--- config.mk ---
export PLATFORM = sky130hd
export DESIGN_NAME = fifo_wr_arbiter
export DESIGN_NICKNAME = d
export VERILOG_FILES = /design/src/rtl/fifo_arb_pkg.sv /design/src/rtl/rr_picker.sv /design/src/rtl/fifo_wr_arbiter.sv
export SDC_FILE = /design/constraint.sdc
export NUM_CORES = 1
export LEC_CHECK = 0
export CAP_MARGIN = 20
export CORE_MARGIN = 3
export CORE_UTILIZATION = 27
export CTS_BUF_LIST = sky130_fd_sc_hd__clkbuf_4
export CTS_CLUSTER_DIAMETER = 200
export DETAILED_ROUTE_END_ITERATION = 8
export PLACE_DENSITY_LB_ADDON = 0.12
export SETUP_SLACK_MARGIN = 0.1
export SYNTH_ARGS = -nofsm -noshare
export SYNTH_HDL_FRONTEND = slang
export SYNTH_SLANG_ARGS = --single-unit
export TNS_END_PERCENT = 10
--- constraint.sdc ---
create_clock -name i_clk -period 2.6 [get_ports i_clk]
set_clock_uncertainty 0.2 [all_clocks]
set_input_delay 0.26 -clock i_clk [delete_from_list [all_inputs] [get_ports i_clk]]
set_output_delay 0.26 -clock i_clk [all_outputs]
set_load 0.05 [all_outputs]
--- src/rtl/fifo_arb_pkg.sv ---
// ---------------------------------------------------------------------------
// fifo_arb_pkg
// Shared types and width helpers for the FIFO write arbiter.
//   arb_state_t : arbiter FSM state encoding (ST_IDLE, ST_GRANT)
//   f_id_w      : width of a producer index for n producers
//   f_cnt_w     : width of a beat counter that must hold 0..b
// ---------------------------------------------------------------------------
package fifo_arb_pkg;

   typedef enum logic [0:0] {
      ST_IDLE  = 1'b0,
      ST_GRANT = 1'b1
   } arb_state_t;

   localparam int C_DEF_WIDTH   = 8;
   localparam int C_DEF_NUM_REQ = 4;
   localparam int C_DEF_BURST   = 4;

   // Index width; a single producer still needs one bit to stay legal.
   function automatic int f_id_w(input int n);
      return (n <= 1) ? 1 : $clog2(n);
   endfunction

   // Counter width able to represent the full burst length itself.
   function automatic int f_cnt_w(input int b);
      return (b <= 1) ? 1 : $clog2(b + 1);
   endfunction

   localparam int C_ID_W  = f_id_w(C_DEF_NUM_REQ);
   localparam int C_CNT_W = f_cnt_w(C_DEF_BURST);

endpackage

--- src/rtl/rr_picker.sv ---
// ---------------------------------------------------------------------------
// rr_picker
// Combinational round-robin selector.
//   req    : request vector, one bit per producer
//   last   : index of the previous winner (lowest priority this pick)
//   valid  : at least one request is set
//   winner : first requesting index scanning upward from last+1, wrapping
// ---------------------------------------------------------------------------
module rr_picker #(
   parameter int G_N    = 4,
   parameter int G_ID_W = 2
) (
   input  logic [G_N-1:0]    req,
   input  logic [G_ID_W-1:0] last,
   output logic              valid,
   output logic [G_ID_W-1:0] winner
);

   // Candidate index for each scan offset (offset gi+1 after last).
   logic [G_ID_W-1:0] cand [G_N];

   genvar gi;
   generate
      for (gi = 0; gi < G_N; gi++) begin : g_cand
         assign cand[gi] = G_ID_W'((int'(last) + gi + 1) % G_N);
      end
   endgenerate

   // Scan from the farthest offset down so the nearest hit is assigned last
   // and therefore wins.
   always_comb begin
      valid  = |req;
      winner = '0;
      for (int off = G_N - 1; off >= 0; off--) begin
         if (req[cand[off]]) begin
            winner = cand[off];
         end
      end
   end

endmodule

--- src/rtl/fifo_wr_arbiter.sv ---
// ---------------------------------------------------------------------------
// fifo_wr_arbiter
// Round-robin arbiter sharing one FIFO write port among G_NUM_REQ producers.
// A grant lasts for at most G_BURST accepted beats; FIFO full stalls the
// burst without ending it.
//   i_clk, i_rst : clock, asynchronous active-high reset
//   i_req        : per-producer beat-valid
//   i_data       : packed producer lanes, lane k = [k*G_WIDTH +: G_WIDTH]
//   i_fifo_full  : FIFO full flag
//   o_ack        : one-hot (or zero) beat accept per producer
//   o_wr, o_data : FIFO write strobe and data
//   o_grant_id   : current owner index
//   o_busy       : a grant is active
// ---------------------------------------------------------------------------
module fifo_wr_arbiter
   import fifo_arb_pkg::*;
#(
   parameter int G_WIDTH   = 8,
   parameter int G_NUM_REQ = 4,
   parameter int G_BURST   = 4
) (
   input  logic                          i_clk,
   input  logic                          i_rst,
   input  logic [G_NUM_REQ-1:0]          i_req,
   input  logic [G_NUM_REQ*G_WIDTH-1:0]  i_data,
   input  logic                          i_fifo_full,
   output logic [G_NUM_REQ-1:0]          o_ack,
   output logic                          o_wr,
   output logic [G_WIDTH-1:0]            o_data,
   output logic [$clog2(G_NUM_REQ)-1:0]  o_grant_id,
   output logic                          o_busy
);

   localparam int C_ARB_ID_W  = f_id_w(G_NUM_REQ);
   localparam int C_ARB_CNT_W = f_cnt_w(G_BURST);
   localparam logic [C_ARB_CNT_W-1:0] C_LAST_BEAT = C_ARB_CNT_W'(G_BURST - 1);
   localparam logic [C_ARB_ID_W-1:0]  C_LAST_RST  = C_ARB_ID_W'(G_NUM_REQ - 1);

   arb_state_t               state, state_next;
   logic [C_ARB_ID_W-1:0]    owner, owner_next;
   logic [C_ARB_ID_W-1:0]    last, last_next;
   logic [C_ARB_CNT_W-1:0]   beat_cnt, beat_cnt_next;

   logic                     pick_valid;
   logic [C_ARB_ID_W-1:0]    pick_winner;
   logic                     wr;
   logic                     rel_grant;
   logic [G_NUM_REQ-1:0]     ack;
   logic [G_WIDTH-1:0]       data;

   // One picker serves both the idle path and the release/regrant path;
   // in both cases the previous winner is the lowest-priority candidate.
   rr_picker #(
      .G_N    (G_NUM_REQ),
      .G_ID_W (C_ARB_ID_W)
   ) u_picker (
      .req    (i_req),
      .last   (last),
      .valid  (pick_valid),
      .winner (pick_winner)
   );

   always_ff @(posedge i_clk or posedge i_rst) begin
      if (i_rst) begin
         state    <= ST_IDLE;
         owner    <= '0;
         last     <= C_LAST_RST;
         beat_cnt <= '0;
      end else begin
         state    <= state_next;
         owner    <= owner_next;
         last     <= last_next;
         beat_cnt <= beat_cnt_next;
      end
   end

   always_comb begin
      state_next    = state;
      owner_next    = owner;
      last_next     = last;
      beat_cnt_next = beat_cnt;
      wr            = 1'b0;
      rel_grant     = 1'b0;
      ack           = '0;
      data          = '0;

      case (state)
         ST_IDLE: begin
            if (pick_valid) begin
               state_next    = ST_GRANT;
               owner_next    = pick_winner;
               last_next     = pick_winner;
               beat_cnt_next = '0;
            end
         end

         ST_GRANT: begin
            wr         = i_req[owner] & ~i_fifo_full;
            ack[owner] = wr;
            data       = i_data[owner*G_WIDTH +: G_WIDTH];

            if (wr) begin
               beat_cnt_next = beat_cnt + C_ARB_CNT_W'(1);
            end

            // A stall (full, request held) keeps the grant; only a dropped
            // request or the final accepted beat ends it.
            rel_grant = ~i_req[owner] | (wr & (beat_cnt == C_LAST_BEAT));

            if (rel_grant) begin
               if (pick_valid) begin
                  state_next    = ST_GRANT;
                  owner_next    = pick_winner;
                  last_next     = pick_winner;
                  beat_cnt_next = '0;
               end else begin
                  state_next    = ST_IDLE;
               end
            end
         end

         default: begin
            state_next = ST_IDLE;
         end
      endcase
   end

   assign o_wr       = wr;
   assign o_ack      = ack;
   assign o_data     = data;
   assign o_grant_id = owner;
   assign o_busy     = (state == ST_GRANT);

   a_no_wr_when_full : assert property (@(posedge i_clk) disable iff (i_rst)
      !(o_wr && i_fifo_full));

   a_ack_onehot0 : assert property (@(posedge i_clk) disable iff (i_rst)
      $onehot0(o_ack));

endmodule
## Word level (Yosys, flattened, before mapping)

Cells that the tools add are included.
W data, S select, Z words.

| word-level totals | value |
|---|---|
| register bits | 8 |
| latch bits | 0 |
| RAM bits | 0 |
| bits in read-only memories | 0 |
| input bits | 39 |
| output and inout port bits | 16 |
| word-level logic and storage cells | 63 |
| memories kept | 0 |

| operators by class | value |
|---|---|
| add/sub/neg operators | 7 |
| $mul | 0 |
| divide/modulo/power cells | 0 |
| order comparisons | 6 |
| equality and inequality tests | 3 |
| shift operators | 1 |
| multiplexer cells | 33 |
| bitwise operators | 7 |
| reduce and logical (&&, ||, !) cells | 2 |

Operators with widths:

| operator | count |
|---|---|
| $shiftx A32 B6 Y8 | 1 |
| $mux W2 | 8 |
| $lt A2 B3 Y1 const B | 5 |
| $mux W3 | 4 |
| $add A2 B2 Y2 const B | 5 |
| $bmux W1 S2 | 5 |
| $mux W1 | 9 |
| $mux W8 | 1 |
| $pmux W2 S2 | 2 |
| $pmux W3 S2 | 1 |
| $and A4 B4 Y4 | 1 |
| $mux W4 | 1 |
| $reduce_or A4 Y1 | 1 |
| $add A3 B1 Y3 const B | 1 |
| $eq A3 B2 Y1 const B | 1 |
| $not A1 Y1 | 3 |
| $add A2 B1 Y2 const B | 1 |
| $and A1 B1 Y1 | 2 |
| $demux W1 S2 | 1 |
| $ge A2 B1 Y1 const B | 1 |
| $ne A2 B1 Y1 const B | 1 |
| $ne A2 B2 Y1 const B | 1 |
| $pmux W1 S2 | 1 |
| $logic_and A1 B1 Y1 | 1 |
| $or A1 B1 Y1 | 1 |

## Depth between registers and ports, before layout

| logic depth | value |
|---|---|
| depth in word-level cells | 11 |
| mapped depth | 6 |
| mapped depth without buffers | 6 |

## Cells and area by module

From an unflattened synthesis, not the netlist that was laid out.

| unflattened totals | value |
|---|---|
| cell total of the unflattened synthesis | 71 |
| area total of the unflattened synthesis | 778.2 um^2 |

By module, submodules not included:

| module | instances | cells each | area each (um^2) | seq. area each (um^2) |
|---|---|---|---|---|
| fifo_wr_arbiter | 1 | 57 | 694.4 | 202.7 |
| rr_picker | 1 | 14 | 83.8 | 0.0 |

## Least setup slack after synthesis

OpenSTA, ideal clock, no wires.

| timing path | value |
|---|---|
| kind | reg-to-output |
| start point | register owner[0], in the netlist o_grant_id[0] |
| end point | output port o_ack[0] |
| arrival time | 2.508 ns |
| required time | 2.140 ns |
| setup slack | -0.368 ns |
| stages on the path, launching flop included | 4 |
| path buffers | 2 |
| path through | dfrtp_1 -> buf_6 -> buf_2 -> nor4_1 |

| on the way | value |
|---|---|
| cells in the longest elaborated chain, start to end | 6 |
| elaborated cells on any way between the ends | 10 |
| those cells by class | order compare: 2; mux: 5; bitwise: 2; reduce/logical: 1 |

Ends and longest elaborated chain:

| item | RTL line | source |
|---|---|---|
| start, declared | fifo_wr_arbiter.sv:40 | `logic [C_ARB_ID_W-1:0] owner, owner_next;` |
| start signal, assigned | fifo_wr_arbiter.sv:71 | `owner <= owner_next;` |
| $lt A2 B3 Y1 (not written as such) or $ge A2 B1 Y1 (tied branches) | fifo_wr_arbiter.sv:99 | `ack[owner] = wr;` |
| $logic_and A1 B1 Y1 (not written as such) | fifo_wr_arbiter.sv:99 |  |
| $mux W1 (not written as such) | fifo_wr_arbiter.sv:99 |  |
| $demux W1 S2 | fifo_wr_arbiter.sv:99 |  |
| $and A4 B4 Y4 (no source line) (*) | n/a |  |
| $mux W4 (*) | fifo_wr_arbiter.sv:87 | `case (state)` |
| end, declared | fifo_wr_arbiter.sv:27 | `output logic [G_NUM_REQ-1:0] o_ack,` |

Mark *: on every way between the ends. The rest lies on a longest branch, timed or not. The select of a mux whose other input is x is not followed.

## Final worst setup path

| timing path | value |
|---|---|
| start point | register owner[0], in the netlist o_grant_id[0] |
| end point | output port o_data[4] |

| on the way | value |
|---|---|
| cells in the longest elaborated chain, start to end | 2 |

Ends and longest elaborated chain:

| item | RTL line | source |
|---|---|---|
| $shiftx A32 B6 Y8 | fifo_wr_arbiter.sv:100 | `data = i_data[owner*G_WIDTH +: G_WIDTH];` |
| $mux W8 | fifo_wr_arbiter.sv:87 |  |
| end, declared | fifo_wr_arbiter.sv:29 | `output logic [G_WIDTH-1:0] o_data,` |

Every way passes these cells.

==> results.md <==
- Status: finished, final reports clean
- Period minus WS final: around 2.3 ns
- Startpoint types: flip-flop
- Number of global-route vias before repair: 818
- Final Util: between 50% and 60%
- TritonCTS clock tree: done
- Multi-input combinational cell area: 528 um2
- Critical-path cell list: buf_4, mux4_1, and2_1, buf_4
- Pwr dens: roughly 1000 nW/um2
- Most common cell on crit path: buf_4
- Iter 0 DRT Violations: 25
- Post-Layout Cell Count: between 150 and 200
- N_diodes: 0
- # resized after CTS: 1
- Placed Instances: 153
- Hold Vio Cnt, Final: 0
- Hold_buf cts: 0
- Yosys cell types: 29
- Antenna violations before repair: 0
- Starting Density: between 20 and 30%
- Max Slew Vio Count: 0
- Postcts setup bufs: 0
- Final TNS setup: 0 ns
- First-pass GRT wire length: 3610 um
- RSZ-0062 raised after global routing: no
- Clk root buf: clkbuf_4
- YS warnings: 0
- IO Port Bufs: 54
- Worst Path Arrival: between 1.5 and 2 ns
- DR vias: 780
- Wire per inst: 14.5 um
- Crit-path max FO: 10
- Leak pwr: 0.539 nW
- Highest-delay cell along the critical path: mux4_1
- Die X-Extent: about 60 um
- Via/cell ratio: approximately 5
- Synth Instances: a little over 70
- Commonest non-fill, non-tap cells in the layout: clkdlybuf4s50_1 (41), buf_4 (14), and2_1 (9)
- Pre-Repair DR Iteration Count: 4
- DP Area: 1320 um2
- Total Wirelength: between 2000 and 2500 um
- Peak VDD IR: roughly 0.00062 V
- Layout net count: 169
- Clock-pin slew on the worst setup and hold paths: about 0.050 ns
- CTS Buffer Depth: 2
- Die Height: around 59 um
- CTS Sinks: 8
- Fin crit share: between 80% and 90%
- Post-synthesis sequential area ratio: about a quarter
- Cell Rows: 18
- Total power: approximately 1.3 mW
- Final ANT Viol Nets: 0
- Final WS setup: between 0.2 and 0.3 ns
- Worst slew pin tran: roughly 0.50 ns
- Core Area: around 2600 um2
- Largest net degree at the start of global routing: 13
- Slowest Stage Delay on Critical Path: about 0.55 ns
- Post-place setup slack: about 0.29 ns
- Residual DRC: 0
- Io pins: 55
- Overall global routing resource usage: approximately an eighth
- Final GP Congestion: around 0.76
- Flip-flop and latch area: ~200 um2
- H-tree levels: 1
- Critical setup path kind: reg2out
- Final setup viols: 0
- P&R area growth vs syn: 74.4%
- Clock buffer count from CTS: 3
- Die area: roughly 3500 um2
- WP data required: 2.14 ns
- Dpl hpwl: between 1500 and 2000 um
- Fmax: between 400 and 500 MHz
- Worst-Skew Late Latency: about 0.25 ns
- Ratio of cells with drive above 1 in the final layout: 23.8%
- Post-route design area: 1350 um2
- Mapped Area: between 700 and 800 um2
- Syn avg cell area: about 11 um2
- Most common cell after layout, fill and taps aside: clkdlybuf4s50_1
- Hold WC Path Type: in2async
- Total global routing overflow: 0
- Syn nets: about 110
- Max-cap check violation count: 0
- Hold Slack: slightly above 0.05 ns
- FF+latch count, synth: 8
- Filler Cell Count: 238
- CP Capture Type: output pin
- Relative slew slack: around two thirds
cells in the mapped netlist:
| cell type | instances | area share [%] |
|---|---|---|
| dfrtp_1 | 6 | 19 |
| mux2i_1 | 1 | 1.3 |
| buf_6 | 1 | 1.5 |
| nand2b_1 | 4 | 3.2 |
| mux4_2 | 6 | 18 |
| nor3b_1 | 1 | 0.97 |
| a211oi_1 | 1 | 0.97 |
| buf_2 | 2 | 1.3 |
| o311ai_1 | 1 | 1.1 |
| o21ai_0 | 3 | 1.9 |
| nor2_1 | 7 | 3.4 |
| o21a_1 | 2 | 1.9 |
| xnor2_1 | 1 | 1.1 |
| clkbuf_1 | 1 | 0.49 |
| inv_1 | 5 | 2.4 |
| mux4_1 | 3 | 10 |
| nor4_1 | 1 | 0.81 |
| nor2b_1 | 2 | 1.6 |
| nand2_1 | 4 | 1.9 |
| a21o_1 | 1 | 0.97 |
| ha_1 | 2 | 3.2 |
| nor3_1 | 1 | 0.65 |
| and2_1 | 9 | 7.3 |
| buf_1 | 1 | 0.49 |
| a21oi_1 | 1 | 0.65 |
| o22a_1 | 1 | 1.1 |
| a32oi_4 | 1 | 3.6 |
| dfstp_2 | 2 | 6.8 |
| o2111ai_2 | 1 | 1.9 |
power by group:
group          switching (mW)  internal, mW  leakage, nW
Sequential             0.0783         0.185       0.0932
Clock                  0.0394        0.0526       0.0138
Combinational           0.553         0.434        0.432
final cells by class:
cell class              count  share of cell area (%)
multi-input cells          54                    39.2
inverters                   5                    1.39
repair buffers             56                    39.8
clock buffers               3                    1.67
flip-flops and latches      8                    15.1
well taps                  30                    2.79
state kept, by name, summed over array words and instances, names as in the netlist:
name and count:
beat_cnt 3, o_busy 1, last 2, o_grant_id 2
logic make-up after synthesis:
logic type / count (synthesis) / synth area share [%]
XOR/XNOR: 1 / 1.13
multiplexers: 10 / 29.0
flip-flops: 8 / 26.3
adder cells (fa/ha/maj): 2 / 3.24
AND/OR/NAND/NOR: 29 / 19.9
AO/OA/AOI/OAI: 12 / 14.3
buffers and inverters: 10 / 6.16
worst paths after layout:
check                              start       endpoint  slack [ns]  cells past startpoint
max                        o_grant_id[0]      o_data[4]        0.26                      4
max in group asynchronous          i_rst        last[1]        1.87                      2
min in group i_clk           beat_cnt[0]    beat_cnt[0]        0.36                      2
max reg2reg                o_grant_id[0]  o_grant_id[0]        0.53                      4
min reg2reg                  beat_cnt[0]    beat_cnt[0]        0.36                      2
min                                i_rst  o_grant_id[1]        0.05                      2
worst max-delay path: cells and delay by family, from the launching register on:
kind                   cells  cell delay (ns)
flip-flops                 1             0.50
buffers and inverters      2             0.40
AND/OR/NAND/NOR            1             0.17
multiplexers               1             0.55
routing by layer:
layer  vias to the layer above  global-route usage (%)  part of all wire [%]  wire length [um]
li1                        375                       -                     -                 -
met1                       366                    17.8                    42               957
met2                        37                    21.5                    47              1060
met3                         2                    2.61                    11               243
met4                         0                    3.24                  0.40                 9
met5                         -                       0                     0                 0
Power figures use the tool's default switching activity.
